[config.mk]
export PLATFORM = sky130hd
export DESIGN_NAME = uart_rx_fifo
export DESIGN_NICKNAME = d
export VERILOG_FILES = /design/src/rtl/uart_rx_fifo_pkg.sv /design/src/rtl/uart_rx_fifo_buf.sv /design/src/rtl/uart_rx_fifo.sv
export SDC_FILE = /design/constraint.sdc
export NUM_CORES = 1
export LEC_CHECK = 0
export ABC_CLOCK_PERIOD_IN_PS = 2800
export CORE_ASPECT_RATIO = 0.9
export CORE_MARGIN = 3
export CORE_UTILIZATION = 55
export DETAILED_ROUTE_END_ITERATION = 7
export PLACE_DENSITY = 0.72
export SETUP_SLACK_MARGIN = 0.15
export SYNTH_ARGS = -nofsm -noshare
export SYNTH_HDL_FRONTEND = slang
export SYNTH_SLANG_ARGS = --single-unit
[constraint.sdc]
create_clock -name clk -period 2.8 [get_ports clk]
set_input_delay 0.42 -clock clk [delete_from_list [all_inputs] [get_ports clk]]
set_output_delay 0.42 -clock clk [all_outputs]
set_load 0.005 [all_outputs]
[src/rtl/uart_rx_fifo_pkg.sv]
// Shared constants for the oversampling UART receiver: FSM states, parity modes,
// error-flag bit positions and oversample tick indices.
package uart_rx_fifo_pkg;

    localparam int OVS     = 16;
    localparam int TICK_W  = $clog2(OVS);
    localparam int TICK_S0 = 7;
    localparam int TICK_S1 = 8;
    localparam int TICK_S2 = 9;

    localparam int PAR_NONE = 0;
    localparam int PAR_ODD  = 1;
    localparam int PAR_EVEN = 2;

    localparam int ERR_FRAME  = 0;
    localparam int ERR_PARITY = 1;

    typedef enum logic [2:0] {
        S_IDLE, S_START, S_DATA, S_PARITY, S_STOP, S_WAIT_IDLE
    } state_t;

    function automatic logic maj3(input logic a, input logic b, input logic c);
        return (a & b) | (a & c) | (b & c);
    endfunction

endpackage

[src/rtl/uart_rx_fifo_buf.sv]
// First-word-fall-through register FIFO; head entry is presented while not empty.
module uart_rx_fifo_buf #(
    parameter  int WIDTH = 10,
    parameter  int DEPTH = 16,
    localparam int AW    = $clog2(DEPTH)
) (
    input  logic             clk,
    input  logic             reset,
    input  logic             push,
    input  logic             pop,
    input  logic [WIDTH-1:0] wdata,
    output logic [WIDTH-1:0] rdata,
    output logic [AW:0]      count,
    output logic             full,
    output logic             empty
);
    localparam logic [AW:0] DEPTH_CNT = DEPTH[AW:0];

    logic [WIDTH-1:0] mem [DEPTH];
    logic [AW-1:0]    wr_ptr, rd_ptr;
    logic             do_push, do_pop;

    assign empty   = (count == '0);
    assign full    = (count == DEPTH_CNT);
    assign do_pop  = pop && !empty;
    // A full FIFO still accepts a write when the head leaves in the same cycle.
    assign do_push = push && (!full || do_pop);
    assign rdata   = empty ? '0 : mem[rd_ptr];

    always_ff @(posedge clk or negedge reset) begin
        if (!reset) begin
            wr_ptr <= '0;
            rd_ptr <= '0;
            count  <= '0;
        end else begin
            if (do_push) wr_ptr <= wr_ptr + 1'b1;
            if (do_pop)  rd_ptr <= rd_ptr + 1'b1;
            if (do_push && !do_pop)      count <= count + 1'b1;
            else if (do_pop && !do_push) count <= count - 1'b1;
        end
    end

    always_ff @(posedge clk) begin
        if (do_push) mem[wr_ptr] <= wdata;
    end

endmodule

[src/rtl/uart_rx_fifo.sv]
// UART receiver with 16x oversampling, 3-sample majority vote, parity/framing/break
// detection, feeding a FWFT receive FIFO.
module uart_rx_fifo
    import uart_rx_fifo_pkg::*;
#(
    parameter  int CLK_DIV    = 27,
    parameter  int DATA_BITS  = 8,
    parameter  int PARITY     = 0,
    parameter  int STOP_BITS  = 1,
    parameter  int FIFO_DEPTH = 16,
    localparam int FIFO_AW    = $clog2(FIFO_DEPTH)
) (
    input  logic                 clk,
    input  logic                 reset,
    input  logic                 rx,
    input  logic                 rd_en,
    output logic [DATA_BITS-1:0] rd_data,
    output logic [1:0]           rd_err,
    output logic                 empty,
    output logic                 full,
    output logic [FIFO_AW:0]     count,
    output logic                 rx_busy,
    output logic                 rx_end,
    output logic                 overrun,
    input  logic                 ovr_clr,
    output logic                 break_det
);
    localparam logic [15:0] DIV_LAST  = 16'(CLK_DIV - 1);
    localparam logic [2:0]  LAST_BIT  = 3'(DATA_BITS - 1);
    localparam logic        LAST_STOP = 1'(STOP_BITS - 1);

    state_t                state, state_nx;
    logic                  rx_meta, rx_sync, rx_prev;
    logic [15:0]           div_cnt;
    logic [TICK_W-1:0]     tick_idx;
    logic                  tick, bit_strobe, bit_val, start_det;
    logic [1:0]            smp;
    logic [DATA_BITS-1:0]  shreg;
    logic [2:0]            bit_cnt;
    logic                  stop_cnt, par_bit, ferr;
    logic                  shift_en, par_en, stop_en, done, brk;
    logic                  par_calc;
    logic [1:0]            err_now;
    logic [DATA_BITS+1:0]  fifo_rdata;

    assign tick       = (state != S_IDLE) && (div_cnt == DIV_LAST);
    assign bit_strobe = tick && (tick_idx == TICK_W'(TICK_S2));
    assign bit_val    = maj3(smp[0], smp[1], rx_sync);
    assign start_det  = (state == S_IDLE) && rx_prev && !rx_sync;
    assign rx_busy    = (state != S_IDLE);

    always_comb begin
        state_nx = state;
        shift_en = 1'b0;
        par_en   = 1'b0;
        stop_en  = 1'b0;
        done     = 1'b0;
        brk      = 1'b0;
        unique case (state)
            S_IDLE:  if (start_det) state_nx = S_START;
            S_START: if (bit_strobe) state_nx = bit_val ? S_IDLE : S_DATA;
            S_DATA: if (bit_strobe) begin
                shift_en = 1'b1;
                if (bit_cnt == LAST_BIT) state_nx = (PARITY != PAR_NONE) ? S_PARITY : S_STOP;
            end
            S_PARITY: if (bit_strobe) begin
                par_en   = 1'b1;
                state_nx = S_STOP;
            end
            S_STOP: if (bit_strobe) begin
                // Line held low through data, parity and first stop sample is a break, not a char.
                if (!stop_cnt && !bit_val && (shreg == '0) && !par_bit) begin
                    brk      = 1'b1;
                    state_nx = S_WAIT_IDLE;
                end else begin
                    stop_en = 1'b1;
                    if (stop_cnt == LAST_STOP) begin
                        done     = 1'b1;
                        state_nx = S_IDLE;
                    end
                end
            end
            S_WAIT_IDLE: if (rx_sync) state_nx = S_IDLE;
            default:     state_nx = S_IDLE;
        endcase
    end

    always_ff @(posedge clk or negedge reset) begin
        if (!reset) begin
            state     <= S_IDLE;
            rx_meta   <= 1'b1;
            rx_sync   <= 1'b1;
            rx_prev   <= 1'b1;
            div_cnt   <= '0;
            tick_idx  <= '0;
            smp       <= '0;
            shreg     <= '0;
            bit_cnt   <= '0;
            stop_cnt  <= 1'b0;
            par_bit   <= 1'b0;
            ferr      <= 1'b0;
            rx_end    <= 1'b0;
            break_det <= 1'b0;
            overrun   <= 1'b0;
        end else begin
            state     <= state_nx;
            rx_meta   <= rx;
            rx_sync   <= rx_meta;
            rx_prev   <= rx_sync;
            rx_end    <= done;
            break_det <= brk;

            if (state == S_IDLE) begin
                div_cnt  <= '0;
                tick_idx <= '0;
            end else if (tick) begin
                div_cnt  <= '0;
                tick_idx <= tick_idx + 1'b1;
            end else begin
                div_cnt <= div_cnt + 1'b1;
            end

            if (tick && (tick_idx == TICK_W'(TICK_S0))) smp[0] <= rx_sync;
            if (tick && (tick_idx == TICK_W'(TICK_S1))) smp[1] <= rx_sync;

            if (start_det) begin
                bit_cnt  <= '0;
                stop_cnt <= 1'b0;
                par_bit  <= 1'b0;
                ferr     <= 1'b0;
            end
            if (shift_en) begin
                shreg   <= {bit_val, shreg[DATA_BITS-1:1]};
                bit_cnt <= bit_cnt + 1'b1;
            end
            if (par_en) par_bit <= bit_val;
            if (stop_en) begin
                stop_cnt <= stop_cnt + 1'b1;
                if (!bit_val) ferr <= 1'b1;
            end

            // A drop in the same cycle as the clear keeps the flag set.
            if (rx_end && full && !rd_en) overrun <= 1'b1;
            else if (ovr_clr)             overrun <= 1'b0;
        end
    end

    always_comb begin
        par_calc            = (PARITY == PAR_ODD) ? ~^shreg : ^shreg;
        err_now             = '0;
        err_now[ERR_PARITY] = (PARITY != PAR_NONE) && (par_bit != par_calc);
        err_now[ERR_FRAME]  = ferr;
    end

    uart_rx_fifo_buf #(
        .WIDTH (DATA_BITS + 2),
        .DEPTH (FIFO_DEPTH)
    ) u_buf (
        .clk   (clk),
        .reset (reset),
        .push  (rx_end),
        .pop   (rd_en),
        .wdata ({err_now, shreg}),
        .rdata (fifo_rdata),
        .count (count),
        .full  (full),
        .empty (empty)
    );

    assign rd_data = fifo_rdata[DATA_BITS-1:0];
    assign rd_err  = fifo_rdata[DATA_BITS+1:DATA_BITS];

endmodule

==> flow_metrics.env <==
export IMPL_synthesis_area_mm2=0.008433
export IMPL_htree_levels=1
export IMPL_start_util_pct=56.71
export IMPL_cts_buffers=21
export IMPL_cts_root_buf="clkbuf_16"
export IMPL_clkSinkCount=202
export IMPL_ys_flop_type="edfxtp_1"
export IMPL_crit_type="flop to primary output"
export IMPL_die_area_mm2=0.01686
export IMPL_fp_dieW_um=136.5
export IMPL_io_buffers=24
export IMPL_first_global_vias=4710
export IMPL_worst_path_max_fanout=8
export IMPL_synthDistinctLibCells=46
export IMPL_worst_skew_pair_late_latency_ps=490
export IMPL_clock_skew_ps=22.92
export IMPL_drv_slew=0
export IMPL_cap_violations=0
export IMPL_yosysWarnings=0
export IMPL_cp_required_ps=2380
export IMPL_clk_transition_reported_paths_ps=60
export IMPL_place_area_mm2=0.009104
export IMPL_viasPerCell=5.644
export IMPL_p_per_area_mw_per_mm2=596.7
export IMPL_globalplace_congestion=0.7712
export IMPL_drive_gt1_share_pct=24.75
export IMPL_diodes=0
export IMPL_dp_slack_ps=24.95
export IMPL_async_flop_share_pct=28.71
export IMPL_synth_yosys_seq_area_share_pct=68.53
export IMPL_antenna_found_initial=0
export IMPL_syn_nets=538
export IMPL_layout_common_cells="144 x edfxtp_1, 53 x dfrtp_1, 42 x nor2_1"
export IMPL_clk_path_buf_depth=3
export IMPL_drt_first_pass_iters=4
export IMPL_dp_hpwl_um=10140
export IMPL_cts_tree="done"
export IMPL_syn2layout_area_growth_pct=18.16
export IMPL_fin_util_pct=67.00
export IMPL_rsz0062_at_grt="yes"
export IMPL_synthCells=516
export IMPL_avgSynthCellArea_um2=16.34
export IMPL_hold_class="input pin to flop"
export IMPL_wire_per_inst_um=19.75
export IMPL_core_area_mm2=0.01487
export IMPL_synth_edf_count=144
export IMPL_layout_nets=614
export IMPL_slew_headroom_pct=57.97
export IMPL_ys_seq_elements=202
export IMPL_fp_dieH_um=123.5
export IMPL_grt_pass1_wl_um=25740
export IMPL_stdcell_area_mm2=0.009965
export IMPL_drt_initial_drc_count=312
export IMPL_crit_path_end_kind="primary output"
export IMPL_ant_nets=0
export IMPL_fin_ws_ps=143.6
export IMPL_hold_viol=0
export IMPL_critPathArrivalTime_ps=2240
export IMPL_drc=0
export IMPL_vias=4538
export IMPL_grt_use_total_pct=20.03
export IMPL_vdd_drop_max_uv=385.3
export IMPL_rows=42
export IMPL_grt_max_degree=40
export IMPL_wl_um=15880
export IMPL_status="complete, no violations"
export IMPL_period_needed_ps=2656
export IMPL_layout_commonest_cell="edfxtp_1"
export IMPL_nFillCells=977
export IMPL_grt_overflow_total=0
export IMPL_io_pins=26
export IMPL_worst_slew_pin_slew_ps=630.4
export IMPL_max_freq_ghz=0.3764
export IMPL_finalSetupViolations=0
export IMPL_p_leak_uw=0.004018
export IMPL_critPathLaunchType="flop"
export IMPL_fin_crit_sh_pct=94.87
## critical path, cell delays in order, from the launching register on
cell and delay [ps]:
dfrtp_2 410, buf_6 120, buf_12 90, buf_16 130, mux4_2 520, mux2i_2 200
o22ai_1 110, buf_2 150
## logic make-up (layout without fill, tap and decap cells)
group / Yosys count / count (layout) / synth area share, %
muxes: 69 / 69 / 13.92
buffers and inverters: 35 / 125 / 1.751
DFF: 202 / 202 / 68.53
and+or+nand+nor: 130 / 130 / 7.686
xor gates and xnor gates: 28 / 28 / 2.908
adders and majority gates: 17 / 17 / 2.611
AOI/OAI and AO/OA: 34 / 34 / 2.552
other: 1 / 1 / 0.04447
## flip-flops by register name (all words and copies together) (netlist names)
register	count
bit_cnt	3
break_det	1
div_cnt	16
ferr	1
overrun	1
par_bit	1
rx_end	1
rx_meta	1
rx_prev	1
rx_sync	1
shreg	8
smp	2
state	3
stop_cnt	1
tick_idx	4
u_buf.count	5
u_buf.mem	144
u_buf.rd_ptr	4
u_buf.wr_ptr	4
## per-layer routing
| metal | share of wire, % | GRT usage [%] | vias up |
|---|---|---|---|
| li1 | - | - | 2116 |
| met1 | 44 | 27.36 | 2318 |
| met2 | 51 | 33.71 | 81 |
| met3 | 3.7 | 3.580 | 23 |
| met4 | 1.6 | 5.353 | 0 |
| met5 | 0 | 0 | - |
## final cells by class
cell class,count,area (µm²),share of cell area (%)
clock inverters,12,81.33,0.8162
flip-flops and latches,202,5782,58.02
clock buffers,25,540.5,5.424
well taps,198,247.7,2.486
repair buffers,73,695.7,6.981
multi-input cells,279,2561,25.70
inverters,15,56.30,0.5650
## report_power, final
group / total [µW] / internal (µW) / switching (µW)
registers: 3270 / 3210 / 51.4
clock network: 2500 / 1460 / 1040
logic: 181 / 74.5 / 106
total: 5950 / 4750 / 1190
## final timing paths
check / startpoint / to / slack [ps] / cells past startpoint
worst min-delay path: rx / rx_meta / 340 / 1
worst max register to register: u_buf.count[2] / u_buf.count[4] / 150 / 12
worst max-delay path: u_buf.rd_ptr[0] / rd_data[4] / 140 / 7
max in group asynchronous: reset / rx_prev / 1680 / 3
min in group asynchronous: reset / break_det / 420 / 2
worst min register to register: rx_meta / rx_sync / 360 / 0
## cell usage after synthesis, drive strengths merged, types with 3 or more instances
master,instances,area (µm²)
mux2i,22,220.2
o21ai,7,35.03
buf,9,50.05
o21a,3,22.52
o22ai,9,56.30
nor4,9,71.32
xnor2,18,157.7
mux2,11,142.6
nand4,4,25.02
dfrtp,55,1376
a21oi,7,35.03
nand2b,6,37.54
mux4,36,810.8
dfstp,3,78.83
a21o,3,22.52
inv,15,56.30
nand2,33,123.9
nor2,42,157.7
clkbuf,11,41.29
edfxtp,144,4324
nand3,12,60.06
ha,16,200.2
nor3,9,56.31
xor2,10,87.58
nand4b,3,26.28
## per-stage QoR
stage	hold WS [ps]	std cells	setup TNS [ps]	total power, µW
floorplan	124.4	516	0	3438
global placement	347.9	750	0	3496
detailed placement	347.9	750	0	3508
CTS	327.3	800	0	6008
global route	339.4	804	-9.738	6174
finish	343.9	804	0	5945
## what timing repair did
item	in CTS	in global routing
resized for setup	42	12
gates cloned	1	1
pin swaps	4	4
endpoints found under the setup margin	10	9
hold buffers	1	0
hold endpoints to repair	18	0
setup buffers	11	3
Power figures use the tool's default switching activity.
